File: src/rtl/lsu_pipe_if.sv
// Core request, memory beat and completion signals of the load/store unit.
// master = core + memory environment, slave = lsu_pipe.
interface lsu_pipe_if #(
  parameter int DATA_W = 32,
  parameter int ADDR_W = 32
) ();
  logic              req_valid;
  logic              req_ready;
  logic              req_we;
  logic [1:0]        req_size;
  logic              req_unsigned;
  logic [ADDR_W-1:0] req_addr;
  logic [DATA_W-1:0] req_wdata;

  logic              mem_req;
  logic              mem_gnt;
  logic              mem_web;
  logic [DATA_W-1:0] mem_bweb;
  logic [ADDR_W-1:0] mem_addr;
  logic [DATA_W-1:0] mem_wdata;
  logic              mem_rvalid;
  logic [DATA_W-1:0] mem_rdata;

  logic              resp_valid;
  logic              resp_ready;
  logic [DATA_W-1:0] resp_rdata;
  logic              resp_err;

  modport master (
    output req_valid, req_we, req_size, req_unsigned, req_addr, req_wdata,
    output mem_gnt, mem_rvalid, mem_rdata, resp_ready,
    input  req_ready, mem_req, mem_web, mem_bweb, mem_addr, mem_wdata,
    input  resp_valid, resp_rdata, resp_err
  );

  modport slave (
    input  req_valid, req_we, req_size, req_unsigned, req_addr, req_wdata,
    input  mem_gnt, mem_rvalid, mem_rdata, resp_ready,
    output req_ready, mem_req, mem_web, mem_bweb, mem_addr, mem_wdata,
    output resp_valid, resp_rdata, resp_err
  );
endinterface

File: src/rtl/lsu_pipe.sv
// Load/store unit: one request at a time, misaligned accesses split into two
// memory beats, load data realigned and sign/zero extended.
module lsu_pipe #(
  parameter int DATA_W   = 32,
  parameter int ADDR_W   = 32,
  parameter bit SPLIT_EN = 1'b1
) (
  input logic       clk,
  input logic       rst,
  lsu_pipe_if.slave bus
);

  localparam int unsigned BYTES = DATA_W / 8;
  localparam int unsigned OFF_W = $clog2(BYTES);
  localparam int unsigned W2    = 2 * DATA_W;
  localparam int unsigned B2    = 2 * BYTES;

  typedef enum logic [2:0] {IDLE, REQ0, WAIT0, REQ1, WAIT1, RESP} state_e;

  state_e            state_q, state_d;
  logic              we_q, we_d;
  logic              uns_q, uns_d;
  logic              split_q, split_d;
  logic              err_q, err_d;
  logic [1:0]        size_q, size_d;
  logic [ADDR_W-1:0] addr_q, addr_d;
  logic [DATA_W-1:0] wdata_q, wdata_d;
  logic [DATA_W-1:0] rd0_q, rd0_d;
  logic [DATA_W-1:0] rdata_q, rdata_d;

  // Classification of the incoming request, evaluated at accept time
  logic [3:0] in_nbytes;
  logic [4:0] in_span;
  logic       in_illegal, in_mis, in_err;

  assign in_nbytes  = 4'd1 << bus.req_size;
  assign in_span    = 5'(bus.req_addr[OFF_W-1:0]) + 5'(in_nbytes);
  assign in_illegal = 5'(in_nbytes) > 5'(BYTES);
  assign in_mis     = in_span > 5'(BYTES);
  assign in_err     = in_illegal || (in_mis && !SPLIT_EN);

  logic [OFF_W-1:0]  off;
  logic [3:0]        nbytes;
  logic [DATA_W-1:0] size_mask;
  logic [ADDR_W-1:0] base_addr;
  logic [B2-1:0]     be_w;
  logic [W2-1:0]     wd_w;

  assign off       = addr_q[OFF_W-1:0];
  assign nbytes    = 4'd1 << size_q;
  assign base_addr = {addr_q[ADDR_W-1:OFF_W], {OFF_W{1'b0}}};
  // Enables/data span two beats; the upper half is what spills into beat1
  assign be_w      = ((B2'(1) << nbytes) - B2'(1)) << off;
  assign wd_w      = W2'(wdata_q & size_mask) << {off, 3'b000};

  always_comb begin
    case (size_q)
      2'd0:    size_mask = DATA_W'(8'hFF);
      2'd1:    size_mask = DATA_W'(16'hFFFF);
      2'd2:    size_mask = DATA_W'(32'hFFFF_FFFF);
      default: size_mask = '1;
    endcase
  end

  logic [DATA_W-1:0] ld_lo, ld_hi, ld_raw, ld_ext;
  logic [W2-1:0]     ld_w;
  logic              ld_sign;

  always_comb begin
    ld_lo  = (state_q == WAIT1) ? rd0_q : bus.mem_rdata;
    ld_hi  = (state_q == WAIT1) ? bus.mem_rdata : '0;
    ld_w   = {ld_hi, ld_lo} >> {off, 3'b000};
    ld_raw = ld_w[DATA_W-1:0] & size_mask;
    case (size_q)
      2'd0:    ld_sign = ld_raw[7];
      2'd1:    ld_sign = ld_raw[15];
      2'd2:    ld_sign = ld_raw[31];
      default: ld_sign = ld_raw[DATA_W-1];
    endcase
    ld_ext = (ld_sign && !uns_q) ? (ld_raw | ~size_mask) : ld_raw;
  end

  logic              mem_req, mem_web;
  logic [BYTES-1:0]  be_sel;
  logic [DATA_W-1:0] mem_bweb;
  logic [ADDR_W-1:0] mem_addr;
  logic [DATA_W-1:0] mem_wdata;

  always_comb begin
    mem_req   = 1'b0;
    mem_web   = 1'b1;
    be_sel    = '0;
    mem_addr  = '0;
    mem_wdata = '0;
    if (state_q == REQ0) begin
      mem_req  = 1'b1;
      mem_addr = base_addr;
      if (we_q) begin
        mem_web   = 1'b0;
        be_sel    = be_w[BYTES-1:0];
        mem_wdata = wd_w[DATA_W-1:0];
      end
    end else if (state_q == REQ1) begin
      mem_req  = 1'b1;
      mem_addr = base_addr + ADDR_W'(BYTES);
      if (we_q) begin
        mem_web   = 1'b0;
        be_sel    = be_w[B2-1:BYTES];
        mem_wdata = wd_w[W2-1:DATA_W];
      end
    end
  end

  for (genvar b = 0; b < BYTES; b++) begin : g_bweb
    assign mem_bweb[8*b +: 8] = {8{~be_sel[b]}};
  end

  logic req_ready, resp_valid;

  always_comb begin
    state_d    = state_q;
    we_d       = we_q;
    uns_d      = uns_q;
    split_d    = split_q;
    err_d      = err_q;
    size_d     = size_q;
    addr_d     = addr_q;
    wdata_d    = wdata_q;
    rd0_d      = rd0_q;
    rdata_d    = rdata_q;
    req_ready  = 1'b0;
    resp_valid = 1'b0;
    case (state_q)
      IDLE: begin
        req_ready = 1'b1;
        if (bus.req_valid) begin
          we_d    = bus.req_we;
          uns_d   = bus.req_unsigned;
          size_d  = bus.req_size;
          addr_d  = bus.req_addr;
          wdata_d = bus.req_wdata;
          split_d = in_mis;
          err_d   = in_err;
          rdata_d = '0;
          state_d = in_err ? RESP : REQ0;
        end
      end
      REQ0: if (bus.mem_gnt) state_d = !we_q ? WAIT0 : (split_q ? REQ1 : RESP);
      WAIT0: begin
        if (bus.mem_rvalid) begin
          if (split_q) begin
            rd0_d   = bus.mem_rdata;
            state_d = REQ1;
          end else begin
            rdata_d = ld_ext;
            state_d = RESP;
          end
        end
      end
      REQ1: if (bus.mem_gnt) state_d = we_q ? RESP : WAIT1;
      WAIT1: begin
        if (bus.mem_rvalid) begin
          rdata_d = ld_ext;
          state_d = RESP;
        end
      end
      RESP: begin
        resp_valid = 1'b1;
        if (bus.resp_ready) state_d = IDLE;
      end
      default: state_d = IDLE;
    endcase
  end

  always_ff @(posedge clk or posedge rst) begin
    if (rst) begin
      state_q <= IDLE;
      we_q    <= 1'b0;
      uns_q   <= 1'b0;
      split_q <= 1'b0;
      err_q   <= 1'b0;
      size_q  <= '0;
      addr_q  <= '0;
      wdata_q <= '0;
      rd0_q   <= '0;
      rdata_q <= '0;
    end else begin
      state_q <= state_d;
      we_q    <= we_d;
      uns_q   <= uns_d;
      split_q <= split_d;
      err_q   <= err_d;
      size_q  <= size_d;
      addr_q  <= addr_d;
      wdata_q <= wdata_d;
      rd0_q   <= rd0_d;
      rdata_q <= rdata_d;
    end
  end

  assign bus.req_ready  = req_ready;
  assign bus.mem_req    = mem_req;
  assign bus.mem_web    = mem_web;
  assign bus.mem_bweb   = mem_bweb;
  assign bus.mem_addr   = mem_addr;
  assign bus.mem_wdata  = mem_wdata;
  assign bus.resp_valid = resp_valid;
  assign bus.resp_rdata = (state_q == RESP) ? rdata_q : '0;
  assign bus.resp_err   = (state_q == RESP) ? err_q : 1'b0;

endmodule

File: src/flat_wrapper.sv
// flat-port wrapper written by rule: the top's interface ports become plain ports
module lsu_pipe_flat 
#(
  parameter int DATA_W   = 32,
  parameter int ADDR_W   = 32,
  parameter bit SPLIT_EN = 1'b1
)
  (clk, rst, bus_req_valid, bus_req_we, bus_req_size, bus_req_unsigned, bus_req_addr, bus_req_wdata, bus_mem_gnt, bus_mem_rvalid, bus_mem_rdata, bus_resp_ready, bus_req_ready, bus_mem_req, bus_mem_web, bus_mem_bweb, bus_mem_addr, bus_mem_wdata, bus_resp_valid, bus_resp_rdata, bus_resp_err);
  lsu_pipe_if #(.DATA_W(DATA_W), .ADDR_W(ADDR_W)) bus_i ();
  input logic clk;
  input logic rst;
  input wire logic [$bits(bus_i.req_valid)-1:0] bus_req_valid;
  input wire logic [$bits(bus_i.req_we)-1:0] bus_req_we;
  input wire logic [$bits(bus_i.req_size)-1:0] bus_req_size;
  input wire logic [$bits(bus_i.req_unsigned)-1:0] bus_req_unsigned;
  input wire logic [$bits(bus_i.req_addr)-1:0] bus_req_addr;
  input wire logic [$bits(bus_i.req_wdata)-1:0] bus_req_wdata;
  input wire logic [$bits(bus_i.mem_gnt)-1:0] bus_mem_gnt;
  input wire logic [$bits(bus_i.mem_rvalid)-1:0] bus_mem_rvalid;
  input wire logic [$bits(bus_i.mem_rdata)-1:0] bus_mem_rdata;
  input wire logic [$bits(bus_i.resp_ready)-1:0] bus_resp_ready;
  output wire logic [$bits(bus_i.req_ready)-1:0] bus_req_ready;
  output wire logic [$bits(bus_i.mem_req)-1:0] bus_mem_req;
  output wire logic [$bits(bus_i.mem_web)-1:0] bus_mem_web;
  output wire logic [$bits(bus_i.mem_bweb)-1:0] bus_mem_bweb;
  output wire logic [$bits(bus_i.mem_addr)-1:0] bus_mem_addr;
  output wire logic [$bits(bus_i.mem_wdata)-1:0] bus_mem_wdata;
  output wire logic [$bits(bus_i.resp_valid)-1:0] bus_resp_valid;
  output wire logic [$bits(bus_i.resp_rdata)-1:0] bus_resp_rdata;
  output wire logic [$bits(bus_i.resp_err)-1:0] bus_resp_err;
  assign bus_i.req_valid = bus_req_valid;
  assign bus_i.req_we = bus_req_we;
  assign bus_i.req_size = bus_req_size;
  assign bus_i.req_unsigned = bus_req_unsigned;
  assign bus_i.req_addr = bus_req_addr;
  assign bus_i.req_wdata = bus_req_wdata;
  assign bus_i.mem_gnt = bus_mem_gnt;
  assign bus_i.mem_rvalid = bus_mem_rvalid;
  assign bus_i.mem_rdata = bus_mem_rdata;
  assign bus_i.resp_ready = bus_resp_ready;
  assign bus_req_ready = bus_i.req_ready;
  assign bus_mem_req = bus_i.mem_req;
  assign bus_mem_web = bus_i.mem_web;
  assign bus_mem_bweb = bus_i.mem_bweb;
  assign bus_mem_addr = bus_i.mem_addr;
  assign bus_mem_wdata = bus_i.mem_wdata;
  assign bus_resp_valid = bus_i.resp_valid;
  assign bus_resp_rdata = bus_i.resp_rdata;
  assign bus_resp_err = bus_i.resp_err;
  lsu_pipe #(.DATA_W(DATA_W), .ADDR_W(ADDR_W), .SPLIT_EN(SPLIT_EN)) u_core (.clk(clk), .rst(rst), .bus(bus_i));
endmodule
File: config.mk
export PLATFORM = sky130hd
export DESIGN_NAME = lsu_pipe_flat
export DESIGN_NICKNAME = d
export VERILOG_FILES = /design/src/rtl/lsu_pipe_if.sv /design/src/rtl/lsu_pipe.sv /design/src/flat_wrapper.sv
export SDC_FILE = /design/constraint.sdc
export NUM_CORES = 1
export LEC_CHECK = 0
export ABC_AREA = 0
export CAP_MARGIN = 20
export CORE_MARGIN = 4
export CORE_UTILIZATION = 46
export DETAILED_ROUTE_END_ITERATION = 16
export GPL_ROUTABILITY_DRIVEN = 0
export PLACE_DENSITY = 0.83
export SLEW_MARGIN = 20
export SYNTH_ARGS = -nofsm -noshare
export SYNTH_HDL_FRONTEND = slang
export SYNTH_SLANG_ARGS = --single-unit
File: constraint.sdc
create_clock -name clk -period 9.65 [get_ports clk]
set_input_delay 0.965 -clock clk [delete_from_list [all_inputs] [get_ports clk]]
set_output_delay 0.965 -clock clk [all_outputs]
set_load 0.05 [all_outputs]
==> metrics.csv <==
metric,value,unit
register bit total from synthesis,137,
Global Route Usage Sum,23.4,%
Pleak,4.87,nW
Worst Hold Class,register to register,
global routing's busiest layer,met2,
Post-CTS Resized,0,
Die Width,146,um
register area,3430,um2
Slew HR,25.9,%
first-pass GRT wire length,40.6,mm
H-tree depth,4,
final WL,25.2,mm
Synth Cell Area,8760,um2
die height,146,um
Worst Reg-to-Reg Cells,5,
cell count after synthesis,877,
"Hold Violations, Final",0,
Via Count,7577,
slowest CP cell,clkdlybuf4s50_1,
Starting Density,46.8,%
number of max-cap violations,0,
Final nets,1159,
R2R Setup Slk,6.71,ns
Max VDD drop,0.212,mV
"area leader, netlist",dfrtp_1,
Post-CTS Setup Bufs,0,
"Top FF cell, synth",dfrtp_1,
ANT nets after route,0,
Die Area,21300,um2
Fin Setup TNS,0,ns
port bufs,236,
post-layout util,62.2,%
grt met3 use,7.39,%
hold_buf cts,0,
Reg-to-Reg End,u_core.rdata_q[24],
number of global-route vias before repair,7596,
root buf cell,clkbuf_16,
Crit. End Element,output port,
Least-Margin Pin Slew,1.11,ns
Post-DP HPWL,17.9,mm
status,finished clean,
crit path DAT,4.02,ns
"commonest non-fill, non-tap cell in the layout",clkdlybuf4s50_1,
hold path depth,1,
Power Density,344,nW/um2
fmax,201,MHz
Ys Warns,0,
Reg2Reg Launch Point,u_core.state_q[1],
CP top delay family,simple AND/OR/NAND/NOR gates,
crit-path cells,nor4bb_1 -> nand2b_1 -> o21ai_0 -> a22o_1 -> a21oi_1 -> clkdlybuf4s50_1,
Async SR Flop Fraction,100,%
global route overflow,0,
clock skew,0.0122,ns
met2 usage,36.8,%
TritonCTS clock tree,done,
hold_ws,0.482,ns
Worst-Skew Late Latency,0.42,ns
routed vias/inst,5.85,
CP Max Fanout,31,
Filler cells,1522,
fin crit period,4.98,ns
most frequent cells in the layout,"236 x clkdlybuf4s50_1, 136 x dfrtp_1, 122 x mux2_2, 58 x mux2i_1",
# setup viols final,0,
post-synthesis cell type count,58,
met1 Use GR,30.9,%
# IOs,239,
"top cells by area, synth","dfrtp_1 39%, mux2_2 16%, mux2i_1 6.6%",
clock-pin slew on the worst setup and hold paths,0.06,ns
largest net degree at the start of global routing,79,
share of cells above drive strength 1,16.9,%
unrepaired setup endpoints after global routing,false,
initial antenna violation count,1,
CP bufs+invs,1,
area of the multi-input gates,4800,um2
number of synthesized flops with an enable pin,0,
DR iter-0 viols,716,
WP data required,8.69,ns
Area growth syn-to-layout,32.7,%
Syn Area/Cell,9.99,um2
final worst-path cycle share,51.6,%
worst hold start,u_core.rdata_q[25],
DRC viols,0,
core area,18700,um2
type of the worst setup path,register to output port,
sequential-to-total area share from yosys stat,39.1,%
startpoint types,register,
Num CTS Buffers,17,
max incr delay on CP,0.92,ns
Detailed Routing Iterations Pass 1,5,
top cell type's share of synthesized area,39.1,%
Hold Crit Endpoint,u_core.rdata_q[25],
Final Max Slew Viols,0,
largest buffer count on any clock path,2,
drt wl/cell,19.5,um
Num Clock Sinks,137,
# rows,50,
-- per-layer routing --
| layer | wire, um | vias up |
|---|---|---|
| li1 | - | 3516 |
| met1 | 10400 | 3636 |
| met2 | 11800 | 377 |
| met3 | 2370 | 48 |
| met4 | 653 | 0 |
| met5 | 0 | - |
-- worst max path at each step --
stage	slack, ns	depth (start not counted)	start	to
6_report	4.67	6	u_core.state_q[1]	bus_mem_bweb[16]
4_1_cts	4.65	6	u_core.state_q[1]	bus_mem_bweb[16]
3_5_place_dp	5.10	6	u_core.state_q[1]	bus_mem_bweb[16]
5_1_grt	4.32	6	u_core.state_q[1]	bus_mem_bweb[16]
3_3_place_gp	5.20	6	u_core.state_q[1]	bus_mem_bweb[21]
2_1_floorplan	5.02	1	rst	u_core.addr_q[0]
-- through the flow --
stage	cell area (um2)	total power [mW]	setup slack [ns]	instances
2_1_floorplan	8770	2.74	5.02	878
3_3_place_gp	11000	3.25	5.20	1262
3_5_place_dp	11000	3.30	5.10	1262
4_1_cts	11600	3.99	4.65	1294
5_1_grt	11600	4.22	4.32	1295
6_report	11600	4.00	4.67	1295
-- cells by family after synthesis --
group,Yosys count,synth area share [%]
AOI/OAI and AO/OA,180,13.6
xor gates and xnor gates,29,2.90
adders and majority gates,6,0.942
buffers and inverters,111,6.30
DFF,137,39.1
muxes,185,23.2
other,1,0.0428
and+or+nand+nor,228,13.9
-- final cells by class --
| cell class | instances | share of cell area [%] |
|---|---|---|
| Sequential cell | 137 | 29.5 |
| Clock buffer | 17 | 3.66 |
| Clock inverter | 15 | 1.55 |
| Inverter | 16 | 0.560 |
| Timing Repair Buffer | 245 | 20.9 |
| Tap cell | 234 | 2.52 |
| Multi-Input combinational cell | 630 | 41.3 |
| Antenna cell | 1 | 0.0215 |
-- synth_stat cells, drive strengths merged (2+ instances only) --
master and instances:
xor2 20, xnor2 9, and4 5, and2 36
nand2b 8, nor4 2, o21ai 30, nand4 11
and3 22, nand3 32, mux2 125, a21o 9
a22oi 13, nor3b 2, mux4 2, o21a 8
a31oi 12, ha 5, o22ai 23, nor2 43
nor2b 3, or3 5, inv 15, mux2i 58
nand2 43, clkbuf 37, dfrtp 137, a211oi 2
buf 58, nor3 11, o211ai 9, a2bb2oi 2
or3b 2, a32oi 2, a21oi 40, a211o 8
a22o 10, o2111ai 7
-- power by group --
group | switching [mW] | internal (mW)
Clock | 0.276 | 0.392
Sequential | 0.257 | 0.839
Combinational | 1.35 | 0.889
-- flip-flops by register name, summed over array words and instances (netlist names) --
| name | cells |
|---|---|
| u_core.addr_q | 32 |
| u_core.size_q | 2 |
| u_core.wdata_q | 32 |
| u_core.state_q | 3 |
| u_core.rd0_q | 32 |
| u_core.split_q | 1 |
| u_core.uns_q | 1 |
| u_core.err_q | 1 |
| u_core.we_q | 1 |
| u_core.rdata_q | 32 |
(Power assumes the default switching activity.)
